$ cat src/rtl/vga_fb_arbiter.sv
// Framebuffer port arbiter: display fetch > clear engine > game writer on one
// single-port RAM, plus the 2-stage pixel/sync pipeline toward the DAC.
module vga_fb_arbiter #(
  parameter int unsigned FB_W       = 160,
  parameter int unsigned FB_H       = 120,
  parameter int unsigned SCALE_LOG2 = 2,
  parameter int unsigned COLOR_W    = 12,
  parameter int unsigned AW         = 15
) (
  input  logic               clk_i,
  input  logic               rst_ni,
  input  logic               visible_i,
  input  logic               hsync_i,
  input  logic               vsync_i,
  input  logic [9:0]         position_x_i,
  input  logic [9:0]         position_y_i,
  input  logic               wr_valid_i,
  output logic               wr_ready_o,
  input  logic [AW-1:0]      wr_addr_i,
  input  logic [COLOR_W-1:0] wr_data_i,
  input  logic               clear_i,
  input  logic [COLOR_W-1:0] clear_color_i,
  output logic               clear_busy_o,
  output logic               clear_done_o,
  output logic [AW-1:0]      mem_addr_o,
  output logic               mem_we_o,
  output logic [COLOR_W-1:0] mem_wdata_o,
  input  logic [COLOR_W-1:0] mem_rdata_i,
  output logic [COLOR_W-1:0] rgb_o,
  output logic               hsync_o,
  output logic               vsync_o,
  output logic               frame_start_o
);

  localparam int unsigned   NPIX   = FB_W * FB_H;
  localparam logic [AW-1:0] LAST_A = AW'(NPIX - 1);

  typedef enum logic {IDLE = 1'b0, CLEAR = 1'b1} state_e;

  state_e             state_q, state_d;
  logic [AW-1:0]      cnt_q, cnt_d;
  logic [AW-1:0]      mem_addr_q, mem_addr_d;
  logic [AW-1:0]      disp_addr;
  logic [COLOR_W-1:0] color_q, color_d;
  logic [COLOR_W-1:0] mem_wdata_q, mem_wdata_d;
  logic [COLOR_W-1:0] pix_q;
  logic               done_q, done_d;
  logic               mem_we_d, wr_ready_d, slot;
  logic               slot_p1_q, vis_p1_q, hs_p1_q, vs_p1_q;
  logic               vis_p2_q, hs_p2_q, vs_p2_q;
  logic               frame_q;

  // One RAM read per scaled pixel, taken on the first screen column it covers.
  assign slot      = visible_i && (position_x_i[SCALE_LOG2-1:0] == '0);
  assign disp_addr = AW'(position_y_i >> SCALE_LOG2) * AW'(FB_W)
                   + AW'(position_x_i >> SCALE_LOG2);

  always_comb begin
    state_d     = state_q;
    cnt_d       = cnt_q;
    color_d     = color_q;
    done_d      = 1'b0;
    mem_addr_d  = mem_addr_q;
    mem_wdata_d = mem_wdata_q;
    mem_we_d    = 1'b0;
    wr_ready_d  = 1'b0;

    if (slot) begin
      mem_addr_d = disp_addr;
    end else if (state_q == CLEAR) begin
      mem_addr_d  = cnt_q;
      mem_wdata_d = color_q;
      mem_we_d    = 1'b1;
      cnt_d       = cnt_q + AW'(1);
      if (cnt_q == LAST_A) begin
        state_d = IDLE;
        done_d  = 1'b1;
      end
    end else begin
      wr_ready_d = 1'b1;
      if (wr_valid_i) begin
        mem_addr_d  = wr_addr_i;
        mem_wdata_d = wr_data_i;
        // Out-of-range writes complete the handshake but never reach the RAM.
        mem_we_d    = (32'(wr_addr_i) < NPIX);
      end
    end

    if (state_q == IDLE && clear_i) begin
      state_d = CLEAR;
      cnt_d   = '0;
      color_d = clear_color_color_sel(clear_color_i);
    end
  end

  function automatic logic [COLOR_W-1:0] clear_color_color_sel(input logic [COLOR_W-1:0] c);
    return c;
  endfunction

  // Combinational port outputs are forced to their idle values while in reset.
  assign wr_ready_o   = rst_ni & wr_ready_d;
  assign mem_we_o     = rst_ni & mem_we_d;
  assign mem_addr_o   = rst_ni ? mem_addr_d : '0;
  assign mem_wdata_o  = rst_ni ? mem_wdata_d : '0;
  assign clear_busy_o = (state_q == CLEAR);
  assign clear_done_o = done_q;

  always_ff @(posedge clk_i or negedge rst_ni) begin
    if (!rst_ni) begin
      state_q     <= IDLE;
      cnt_q       <= '0;
      color_q     <= '0;
      done_q      <= 1'b0;
      mem_addr_q  <= '0;
      mem_wdata_q <= '0;
      frame_q     <= 1'b0;
    end else begin
      state_q     <= state_d;
      cnt_q       <= cnt_d;
      color_q     <= color_d;
      done_q      <= done_d;
      mem_addr_q  <= mem_addr_d;
      mem_wdata_q <= mem_wdata_d;
      frame_q     <= (position_x_i == '0) && (position_y_i == '0);
    end
  end

  always_ff @(posedge clk_i or negedge rst_ni) begin
    if (!rst_ni) begin
      slot_p1_q <= 1'b0;
      vis_p1_q  <= 1'b0;
      hs_p1_q   <= 1'b1;
      vs_p1_q   <= 1'b1;
      vis_p2_q  <= 1'b0;
      hs_p2_q   <= 1'b1;
      vs_p2_q   <= 1'b1;
      pix_q     <= '0;
    end else begin
      // Stage 1: timing flags alongside the RAM read in flight.
      slot_p1_q <= slot;
      vis_p1_q  <= visible_i;
      hs_p1_q   <= hsync_i;
      vs_p1_q   <= vsync_i;
      // Stage 2: capture read data; pix_q repeats across the scaled pixel.
      vis_p2_q  <= vis_p1_q;
      hs_p2_q   <= hs_p1_q;
      vs_p2_q   <= vs_p1_q;
      if (slot_p1_q) pix_q <= mem_rdata_i;
    end
  end

  assign rgb_o         = vis_p2_q ? pix_q : '0;
  assign hsync_o       = hs_p2_q;
  assign vsync_o       = vs_p2_q;
  assign frame_start_o = frame_q;

endmodule

$ cat config.mk
export PLATFORM = sky130hd
export DESIGN_NAME = vga_fb_arbiter
export DESIGN_NICKNAME = d
export VERILOG_FILES = /design/src/rtl/vga_fb_arbiter.sv
export SDC_FILE = /design/constraint.sdc
export NUM_CORES = 1
export LEC_CHECK = 0
export CORE_MARGIN = 2
export CORE_UTILIZATION = 42
export CTS_CLUSTER_DIAMETER = 150
export DETAILED_ROUTE_END_ITERATION = 8
export PLACE_DENSITY = 0.72
export SLEW_MARGIN = 20
export SYNTH_ARGS = -nofsm -noshare
export SYNTH_HDL_FRONTEND = slang
export SYNTH_SLANG_ARGS = --single-unit
export TNS_END_PERCENT = 1
$ cat constraint.sdc
create_clock -name clk_i -period 5.2 [get_ports clk_i]
set_input_delay 1.3 -clock clk_i [delete_from_list [all_inputs] [get_ports clk_i]]
set_output_delay 1.3 -clock clk_i [all_outputs]
set_load 0.005 [all_outputs]
## Yosys cells after proc, flatten, opt, wreduce, memory -nomap -nowiden

Cells that the tools add are included.

| word-level totals | value |
|---|---|
| output and inout port bits | 46 |
| flip-flop bits (word level) | 76 |
| bits in writable memories | 0 |
| word-level logic and storage cells | 56 |
| input port bits | 78 |
| memories kept | 0 |
| latch bits | 0 |
| ROM bits | 0 |

| operators by class | value |
|---|---|
| multipliers | 1 |
| multiplexer cells | 24 |
| eq/ne operators | 2 |
| reduce and logical (&&, ||, !) cells | 8 |
| bitwise operators | 3 |
| shifts and indexed selects | 0 |
| add/sub/neg operators | 2 |
| order comparisons | 1 |
| divide/modulo/power cells | 0 |

Operators by type and width:

| cell | count |
|---|---|
| $mux W15 | 7 |
| $mux W12 | 5 |
| $logic_not A10 Y1 | 2 |
| $add A15 B1 Y15 const B | 1 |
| $add A15 B8 Y15 | 1 |
| $eq A15 B15 Y1 const B | 1 |
| $lt A15 B15 Y1 const B | 1 |
| $mux W1 | 12 |
| $mul A8 B3 Y10 const B | 1 |
| $logic_and A1 B1 Y1 | 3 |
| $and A1 B1 Y1 | 2 |
| $logic_not A2 Y1 | 1 |
| $ne A2 B1 Y1 const B | 1 |
| $reduce_and A2 Y1 | 1 |
| $reduce_bool A2 Y1 | 1 |
| $not A1 Y1 | 1 |

## Longest topological paths before layout

Gate-level depths: netlist of the first run.

| logic depth | value |
|---|---|
| depth in word-level cells | 5 |
| mapped depth | 9 |
| mapped depth without buffers | 9 |

## Worst setup path after synthesis of the first run

No wires, ideal clock.

| timing path | value |
|---|---|
| path kind | input to output |
| start | input position_y_i[3] |
| end | output mem_addr_o[14] |
| stages on the path | 8 |
| arrival time | 3746 ps |
| path slack | 154 ps |
| data required time | 3900 ps |
| buffers on the path | 0 |
| path through | ha_1 -> ha_1 -> inv_1 -> fa_1 -> a2111oi_4 -> or4b_4 -> or4_4 -> a31oi_1 |

| on the way | value |
|---|---|
| cells in the longest elaborated chain, start to end | 4 |

Ends and longest elaborated chain:

| item | RTL line | RTL |
|---|---|---|
| from (decl) | 16 | `input logic [9:0] position_y_i,` |
| $mul A8 B3 Y10 | 55 | `assign disp_addr = AW'(position_y_i >> SCALE_LOG2) * AW'(FB_W)` |
| $add A15 B8 Y15 | 56 | `+ AW'(position_x_i >> SCALE_LOG2);` |
| $mux W15 | 68 | `if (slot) begin` |
| $mux W15 | 103 | `assign mem_addr_o = rst_ni ? mem_addr_d : '0;` |
| to (decl) | 25 | `output logic [AW-1:0] mem_addr_o,` |

Every way passes these cells.

## Final worst setup path of the first run

| timing path | value |
|---|---|
| start | input position_y_i[5] |
| end | output mem_addr_o[14] |

The elaborated chain is that of the path after synthesis.

==> results of run 1 <==
==> synthesized netlist by cell type, types with 2 or more instances <==
cell / n
mux2_2: 14
a22oi_1: 12
mux2i_1: 19
fa_1: 2
nand2_1: 91
dfstp_2: 4
nor4_1: 5
a21oi_1: 8
nor2_1: 22
xor2_1: 4
or3b_1: 2
o21a_1: 2
nand4_1: 5
and2_1: 37
nor4b_1: 2
o21ai_0: 14
ha_1: 16
clkbuf_1: 21
inv_1: 11
buf_1: 3
a211oi_1: 4
nand3_1: 8
nand2b_1: 2
a31oi_1: 17
a41oi_1: 2
xnor2_1: 3
nor3_1: 2
a311o_1: 2
dfrtp_1: 72
and4_1: 2
o21ai_1: 23
o31ai_1: 4
buf_2: 2
nor2b_1: 17
o211ai_1: 4
==> power breakdown <==
group	internal [mW]	switching [mW]	total [mW]
Clock	0.249	0.217	0.466
Combinational	0.299	0.234	0.533
Sequential	0.676	0.0666	0.743
==> final cells by class <==
type,count,area share
clock buffers,13,0.0245
multi-input cells,363,0.396
clock inverters,3,0.00676
repair buffers,173,0.246
well taps,136,0.0262
flip-flops and latches,76,0.294
inverters,12,0.00695
==> metal layers <==
metal	global-route usage	routed length (um)	share of wire	up-vias
met3	0.0331	789	0.063	25
met4	0.120	448	0.036	0
li1	-	-	-	1991
met2	0.373	5990	0.48	160
met1	0.287	5330	0.42	2009
met5	0	0	0	-
==> how the worst min path moves through the flow <==
stage | slack, ns | end | from | cells past startpoint
after detailed placement | 0.33 | vis_p2_q | vis_p1_q | 0
after global placement | 0.34 | vis_p2_q | vis_p1_q | 0
final | 0.35 | vis_p2_q | vis_p1_q | 0
after floorplan | 0.33 | vis_p2_q | vis_p1_q | 0
after CTS | 0.35 | vis_p2_q | vis_p1_q | 0
after global routing | 0.37 | vis_p2_q | vis_p1_q | 0
==> critical path, cell delays in order <==
cell       delay, ns
buf_8           0.10
ha_4            0.23
ha_4            0.16
inv_2           0.05
fa_2            0.45
a2111oi_4       0.23
or4b_4          0.50
or4_4           0.52
a31oi_4         0.16
buf_2           0.14
==> flip-flops by register name, indices dropped and copies added (netlist names) <==
register,cells
pix_q,12
vis_p1_q,1
clear_done_o,1
vs_p1_q,1
vis_p2_q,1
color_q,12
mem_wdata_q,12
clear_busy_o,1
hs_p1_q,1
hsync_o,1
slot_p1_q,1
mem_addr_q,15
frame_start_o,1
cnt_q,15
vsync_o,1
==> cells by family (layout without fill, tap and decap cells) <==
logic type      after synthesis  count (layout)
fa+ha+maj                    18              18
mux                          33              33
xor+xnor                      7               7
buf+inv                      38             201
flops                        76              76
simple gates                200             200
compound gates              105             105
==> through the flow <==
stage,cell area [um^2],hold slack [ns]
finish,6480,0.353
global route,6480,0.367
CTS,6380,0.353
detailed placement,6040,0.335
global placement,6040,0.335
floorplan,4390,0.331
==> repair_timing <==
item	CTS	global route
endpoints found under the setup margin	6	5
buffers inserted	3	0
pin swaps	12	5
gates resized for setup	60	16
==> impl_metrics.tcl, run 1 <==
set metrics [dict create \
    status "complete, no violations" \
    r2r-start "clear_busy_o" \
    regArea_mm2 0.00191 \
    cp-endpoint "mem_addr_o[14]" \
    startpoint "position_y_i[5]" \
    clock-root-buffer "clkbuf_8" \
    grtUsageTotal 0.226 \
    synth_xor_area_frac 0.0140 \
    grt_max_degree 65 \
    routedWlPerCell_um 16.2 \
    drive_gt1_frac 0.195 \
    syn_area_per_cell_um2 9.19 \
    hold_path.class "flop to flop" \
    end_kind "output pin" \
    final_common_cell "clkdlybuf4s50_1" \
    power_mw 1.74 \
    period_share 0.991 \
    ir_drop_uv 111 \
    max-slew-margin-rel 0.417 \
    gr-total-overflow 0 \
    maxCapViolCount 0 \
    ctsHoldBuffers 0 \
    slew_violations 0 \
    synth_top_family_by_area "simple AND/OR/NAND/NOR gates" \
    reg2reg_setup_slack_ns 3.17 \
    power_leakage_nw 2.85 \
    critPathRequiredTime_ns 3.90 \
    skew_ns 0.0109 \
    rsz0062_at_grt "true" \
    antenna_left 0 \
    clk_path_buf_depth 2 \
    critPathLaunchType "input port" \
    synth-edff-count 0 \
    die_y_um 106 \
    cts_sinks 76 \
    layout.nets 731 \
    crit_arrival_ns 3.85 \
    clock_latency_ns 0.35 \
    synth_top_area_frac 0.411 \
    rr_endpoint "cnt_q[8]" \
    port_buffers 123 \
    final_util 0.634 \
    drtPass1Iterations 5 \
    syn_to_final_growth_pct 47.8 \
    dpl.hpwl_mm 9.08 \
    core-area_mm2 0.0102 \
    fmax_mhz 194 \
    gp_congestion 0.894 \
    synthDistinctLibCells 54 \
    cts_tree "done" \
    yosys.area_share.adder 0.0548 \
    layout_common_cells "clkdlybuf4s50_1, nand2_1, dfrtp_1" \
    cts_buffers 9 \
    min_period_ns 5.15 \
    synth_mux_area_frac 0.0793 \
    diodes 0 \
    h-tree-depth 3 \
    antenna_found_initial 0 \
    r2r_cells 4 \
    synthArstFlopShare 1.00 \
    setup_ws_ns 0.0479 \
    vias 4185 \
    ios 124 \
    synthSimpleGateAreaFrac 0.225 \
    multi_input_area_mm2 0.00256 \
    yosys_warnings 0 \
    ys_ff_latch 76 \
    tns_ns 0 \
    vias_per_cell 5.39 \
    synth-compound-area-share 0.159 \
    synth_area_leaders "dfrtp_1, nand2_1, and2_1, ha_1, mux2i_1" \
    die_x_um 106 \
    grt_first_pass_wirelength_mm 20.0 \
    n_fill_cell 851 \
    wl_mm 12.6 \
    yosysSeqAreaShare 0.435 \
    cts.clk_slew.worst_paths_ns 0.08 \
    synth_nets 573 \
    place_ws_ns -0.919 \
    postSynthCellCount 477 \
    finalHoldViolations 0 \
    grt_pass1_vias 4150 \
    start_util 0.429 \
    crit_fanout 2 \
    syn-cell-area_mm2 0.00439 \
    final_cells 776 \
    p_per_area_mw_per_mm2 269 \
    place_inst 757 \
    die-area_mm2 0.0113 \
    setup_violations 0 \
    drt_iter0_drc 216 \
    yosysTopAreaCell "dfrtp_1" \
    tightestPinTransition_ns 0.875 \
    row_count 37 \
    synth_ff_type "dfrtp_1" \
    critPathKind "input port to output pin" \
    route.detailed.drc 0 \
]
No activity file was read; power rests on OpenSTA's default activity.
==> inputs of run 2 (changes only) <==
--- a/config.mk
+++ b/config.mk
@@ -6,10 +6,10 @@
 export NUM_CORES = 1
 export LEC_CHECK = 0
 export CORE_MARGIN = 2
-export CORE_UTILIZATION = 42
-export CTS_CLUSTER_DIAMETER = 150
+export CORE_UTILIZATION = 47
+export CTS_CLUSTER_DIAMETER = 40
 export DETAILED_ROUTE_END_ITERATION = 8
-export PLACE_DENSITY = 0.72
+export PLACE_DENSITY = 0.79
 export SLEW_MARGIN = 20
 export SYNTH_ARGS = -nofsm -noshare
 export SYNTH_HDL_FRONTEND = slang
==> impl_metrics.tcl, run 2 (synthesis gave the netlist of run 1 again) <==
set metrics [dict create \
    ctsHoldBuffers 0 \
    cts_buffers 9 \
    cp_top_family "compound AO/OA/AOI/OAI gates" \
    cts_tree "done" \
    die-area_mm2 0.0101 \
    critPathLaunchType "input port" \
    ir_drop_uv 127 \
    drtPass1Iterations 5 \
    tightestPinTransition_ns 1.03 \
    h-tree-depth 3 \
    grt_first_pass_wirelength_mm 20.8 \
    pwr-share-clk 0.270 \
    min_period_ns 5.18 \
    p_per_area_mw_per_mm2 274 \
    vias_per_cell 5.56 \
    cts_sinks 76 \
    syn_to_final_growth_pct 46.1 \
    p_switching_mw 0.555 \
    layout_common_cells "clkdlybuf4s50_1, nand2_1, dfrtp_1" \
    crit_path_top_delay_cell "or4_4" \
    maxCapViolCount 0 \
    grtUsageTotal 0.260 \
    final_common_cell "clkdlybuf4s50_1" \
    cpPeakStageDelay_ns 0.46 \
    wl_mm 12.8 \
    reg_top3 "cnt_q (15), mem_addr_q (15)" \
    dpl.hpwl_mm 9.28 \
    critPathRequiredTime_ns 3.90 \
    power_mw 1.75 \
    hold_path.class "flop to flop" \
    gp_congestion 0.878 \
    rsz0062_at_grt "true" \
    core-area_mm2 0.00915 \
    max-slew-margin-rel 0.313 \
    drt_iter0_drc 182 \
    clk_path_buf_depth 2 \
    crit_path_cell_trace "clkdlybuf4s50_1 -> ha_1 -> ha_4 -> buf_4 -> o21a_1 -> o2111a_1 -> a311o_1 -> or4_4 -> a31oi_4 -> buf_2" \
    die_x_um 101 \
    slew_violations 0 \
    crit_buf_inv 3 \
    pwr-share-comb 0.303 \
    clock-root-buffer "clkbuf_8" \
    start_util 0.479 \
    layout.nets 728 \
    port_buffers 123 \
    clock_latency_ns 0.36 \
    grt_pass1_vias 4325 \
    diodes 0 \
    sequentialPowerShare 0.427 \
    vias 4160 \
    end_kind "output pin" \
    crit_arrival_ns 3.88 \
    ios 124 \
    antenna_found_initial 0 \
    skew_ns 0.0144 \
    period_share 0.996 \
    setup_violations 0 \
    crit_fanout 3 \
    gr-total-overflow 0 \
    fmax_mhz 193 \
    switching_share 0.317 \
    grt_max_degree 49 \
    routedWlPerCell_um 17.2 \
    intPower_mw 1.20 \
    status "complete, no violations" \
    die_y_um 101 \
    drive_gt1_frac 0.192 \
    critPathKind "input port to output pin" \
    cts.clk_slew.worst_paths_ns 0.09 \
    power_leakage_nw 2.82 \
    holdWs_ns 0.360 \
    row_count 35 \
    antenna_left 0 \
    finalHoldViolations 0 \
    route.detailed.drc 0 \
]
## run 2: area by class of cell
cell class / count / area (um^2)
Clock buffer: 9 / 124
Clock inverter: 7 / 82.6
Fill cell: 711 / 2750
Inverter: 12 / 45.0
Multi-Input combinational cell: 363 / 2550
Sequential cell: 76 / 1910
Tap cell: 111 / 139
Timing Repair Buffer: 170 / 1560
## run 2: power by group through the flow
stage	clock network, mW	logic (mW)	registers [mW]
6_report	0.474	0.531	0.749
5_1_grt	0.508	0.582	0.760
4_1_cts	0.478	0.515	0.747
3_5_place_dp	0	0.490	0.758
3_3_place_gp	0	0.473	0.749
2_1_floorplan	0	0.264	0.720
## run 2: worst paths after layout
| path | startpoint | end | slack, ns | depth (start not counted) |
|---|---|---|---|---|
| max | position_y_i[8] | mem_addr_o[14] | 0.02 | 10 |
| min | hs_p1_q | hsync_o | 0.36 | 0 |
| max reg2reg | clear_busy_o | cnt_q[3] | 3.01 | 5 |
| min reg2reg | hs_p1_q | hsync_o | 0.36 | 0 |
| max in group asynchronous | rst_ni | vsync_o | 3.62 | 2 |
| min in group asynchronous | rst_ni | color_q[5] | 0.84 | 1 |
## run 2: repair_timing
action,CTS,global route
endpoints found under the setup margin,6,5
resized for setup,56,15
pin swaps,11,7
setup buffers,2,0
## run 2: per-layer routing
metal,GRT usage,up-vias,part of all wire
li1,-,1986,-
met1,0.322,2014,0.41
met2,0.459,141,0.52
met3,0.0333,19,0.054
met4,0.104,0,0.018
met5,0,-,0
## run 2: metrics by stage
| step | cells | area (um^2) | utilization | setup TNS (ns) | worst slack [ns] |
|---|---|---|---|---|---|
| after floorplan | 477 | 4390 | - | 0 | 0.154 |
| after global placement | 730 | 5990 | 0.654 | -3.06 | -0.832 |
| after detailed placement | 730 | 5990 | 0.654 | -3.32 | -0.882 |
| after CTS | 748 | 6330 | 0.692 | -0.119 | -0.119 |
| after global routing | 748 | 6410 | 0.700 | -0.0671 | -0.0499 |
| final | 748 | 6410 | 0.700 | 0 | 0.0211 |
==> RTL change (flow settings as in run 1) <==
Register the output `hsync_o` once more, cleared by the reset; this adds one clock of latency there. The other outputs are not delayed to match.
--- a/src/rtl/vga_fb_arbiter.sv
+++ b/src/rtl/vga_fb_arbiter.sv
@@ -150,7 +150,13 @@
   end
 
   assign rgb_o         = vis_p2_q ? pix_q : '0;
-  assign hsync_o       = hs_p2_q;
+  always_ff @(posedge clk_i or negedge rst_ni) begin
+    if (!rst_ni) begin
+      hsync_o <= '0;
+    end else begin
+      hsync_o <= hs_p2_q;
+    end
+  end
   assign vsync_o       = vs_p2_q;
   assign frame_start_o = frame_q;
 
Check against the original RTL: not equivalent (a bounded check fails within 4 cycles, from zero or initial values and one cycle with rst_ni low).
==> RTL change against run 1 <==
- synthesized area is 0.14% higher
- setup slack got worse by 19 ps
- maximum frequency decreased by 0.38%
- cell area shrank 0.54%
- cell count decreased by 0.26%
- critical path depth fell by 1
- combinational power is 4.3% lower
- total power is 1.0% lower
- wire length is 1.6% higher
- sequential cell count rose by 1
- critical path type unchanged
- critical endpoint unchanged
- largest power group unchanged
==> RTL change: results (changes against run 1) <==
metric;value;unit;change
status;complete, no violations;;
worst-margin pin slew;1110;ps;+232 ps
top cells by area, synth;dfrtp_1, nand2_1, and2_1;;
layout cells sized above 1;18.2;%;-1.3 points
met1 WL;5.59;mm;+4.9%
library cells used by synthesis;52;;-3.7%
post-synthesis sequential area ratio;44.0;%;+0.51 points
Syn Nets;572;;-0.17%
fmax;0.193;GHz;-0.38%
crit path launch;position_y_i[8];;
Pre-antenna DRT Iters;4;;-1
Hold Crit Depth;0;;unchanged
met3 GRT Util;4.11;%;+0.80 points
P_leak;0.00284;uW;-0.39%
Post-DP HPWL;9.48;mm;+4.5%
Routability Congestion;0.847;;-5.3%
GR met2 Demand/Resource;39.0;%;+1.7 points
FF-to-FF setup slack;2830;ps;-340 ps
nets;730;;-0.14%
largest net degree at the start of global routing;56;;-14%
GRT Util Overall;23.1;%;+0.55 points
Max IR drop VDD;0.120;mV;+7.9%
critical path fanouts, max;3;;+1
sw frac;28.2;%;-1.6 points
met3 WL;655;um;-17%
via count;4074;;-2.7%
met2 WL;6.25;mm;+4.4%
Post-Route WL;12.8;mm;+1.6%
Synth Instances;476;;-0.21%
# placed instances;757;;unchanged
terminus of the critical flop-to-flop path;cnt_q[3];;
drt via density;5.26;;-2.4%
number of global-route vias before repair;4173;;+0.55%
pre-CTS setup slack;-826;ps;+93.3 ps
Root Buffer;clkbuf_8;;
asr flop ratio synth;100;%;unchanged
min-delay src;vis_p1_q;;
first-pass GRT wire length;20.5;mm;+2.6%
global-route track usage on met1;29.9;%;+1.3 points
R2R depth;6;;+2
fill cell count;868;;+2.0%
Worst Clk Skew;9.20;ps;-1.65 ps
cts bufs inserted;9;;unchanged
1st-iter DRT viols;227;;+5.1%
Synth top cells by count;nand2_1, dfrtp_1, and2_1, nor2_1, o21ai_1;;
CTS clk-pin slew, worst paths;80;ps;about the same
[RTL change: critical path, cell delays in order]
cell             delay [ps]
clkdlybuf4s50_1         510
ha_4                    220
ha_4                    270
buf_4                   110
o21ba_1                 160
or4b_4                  500
or4_4                   510
a31oi_2                 150
buf_2                   130
[RTL change: power groups by stage]
stage	Combinational (uW)	Clock (uW)	Sequential, uW
after floorplan	242	0	733
after global placement	466	0	745
after detailed placement	479	0	752
after CTS	501	490	740
after global routing	565	512	752
final	510	474	740
[RTL change: area by class of cell]
type                       count  area (um^2)  area share, %
multi-input combinational    362         2510           38.9
sequential                    77         1930           30.0
timing repair buffer         172         1590           24.7
tap                          136          170           2.64
clock buffer                  13          139           2.15
clock inverter                 2         60.1          0.931
inverter                      12         45.0          0.699
[RTL change: metrics by stage]
stage	cell area [um^2]	TNS, ps	util, %	hold slack [ps]
after floorplan	4390	0	-	331
after global placement	6070	-2920	59.3	339
after detailed placement	6070	-3110	59.3	336
after CTS	6390	-58.1	62.5	352
after global routing	6450	-18.6	63.0	355
final	6450	0	63.0	356
[RTL change: repair_timing]
| action | in CTS | in global routing |
|---|---|---|
| endpoints found under the hold margin | 0 | 0 |
| setup endpoints to repair | 6 | 5 |
| buffers inserted | 2 | 0 |
| gates resized for setup | 53 | 14 |
| pin swaps | 8 | 9 |
[RTL change: kinds of logic (layout without fill, tap and decap cells)]
group / count (synthesis) / after routing / share of synthesized area [%]
AND/OR/NAND/NOR: 203 / 203 / 23.0
multiplexers: 33 / 33 / 7.92
AO/OA/AOI/OAI: 101 / 101 / 15.0
flip-flops: 77 / 77 / 44.0
XOR/XNOR: 7 / 7 / 1.40
adder cells (fa/ha/maj): 18 / 18 / 5.47
buffers and inverters: 37 / 199 / 3.19
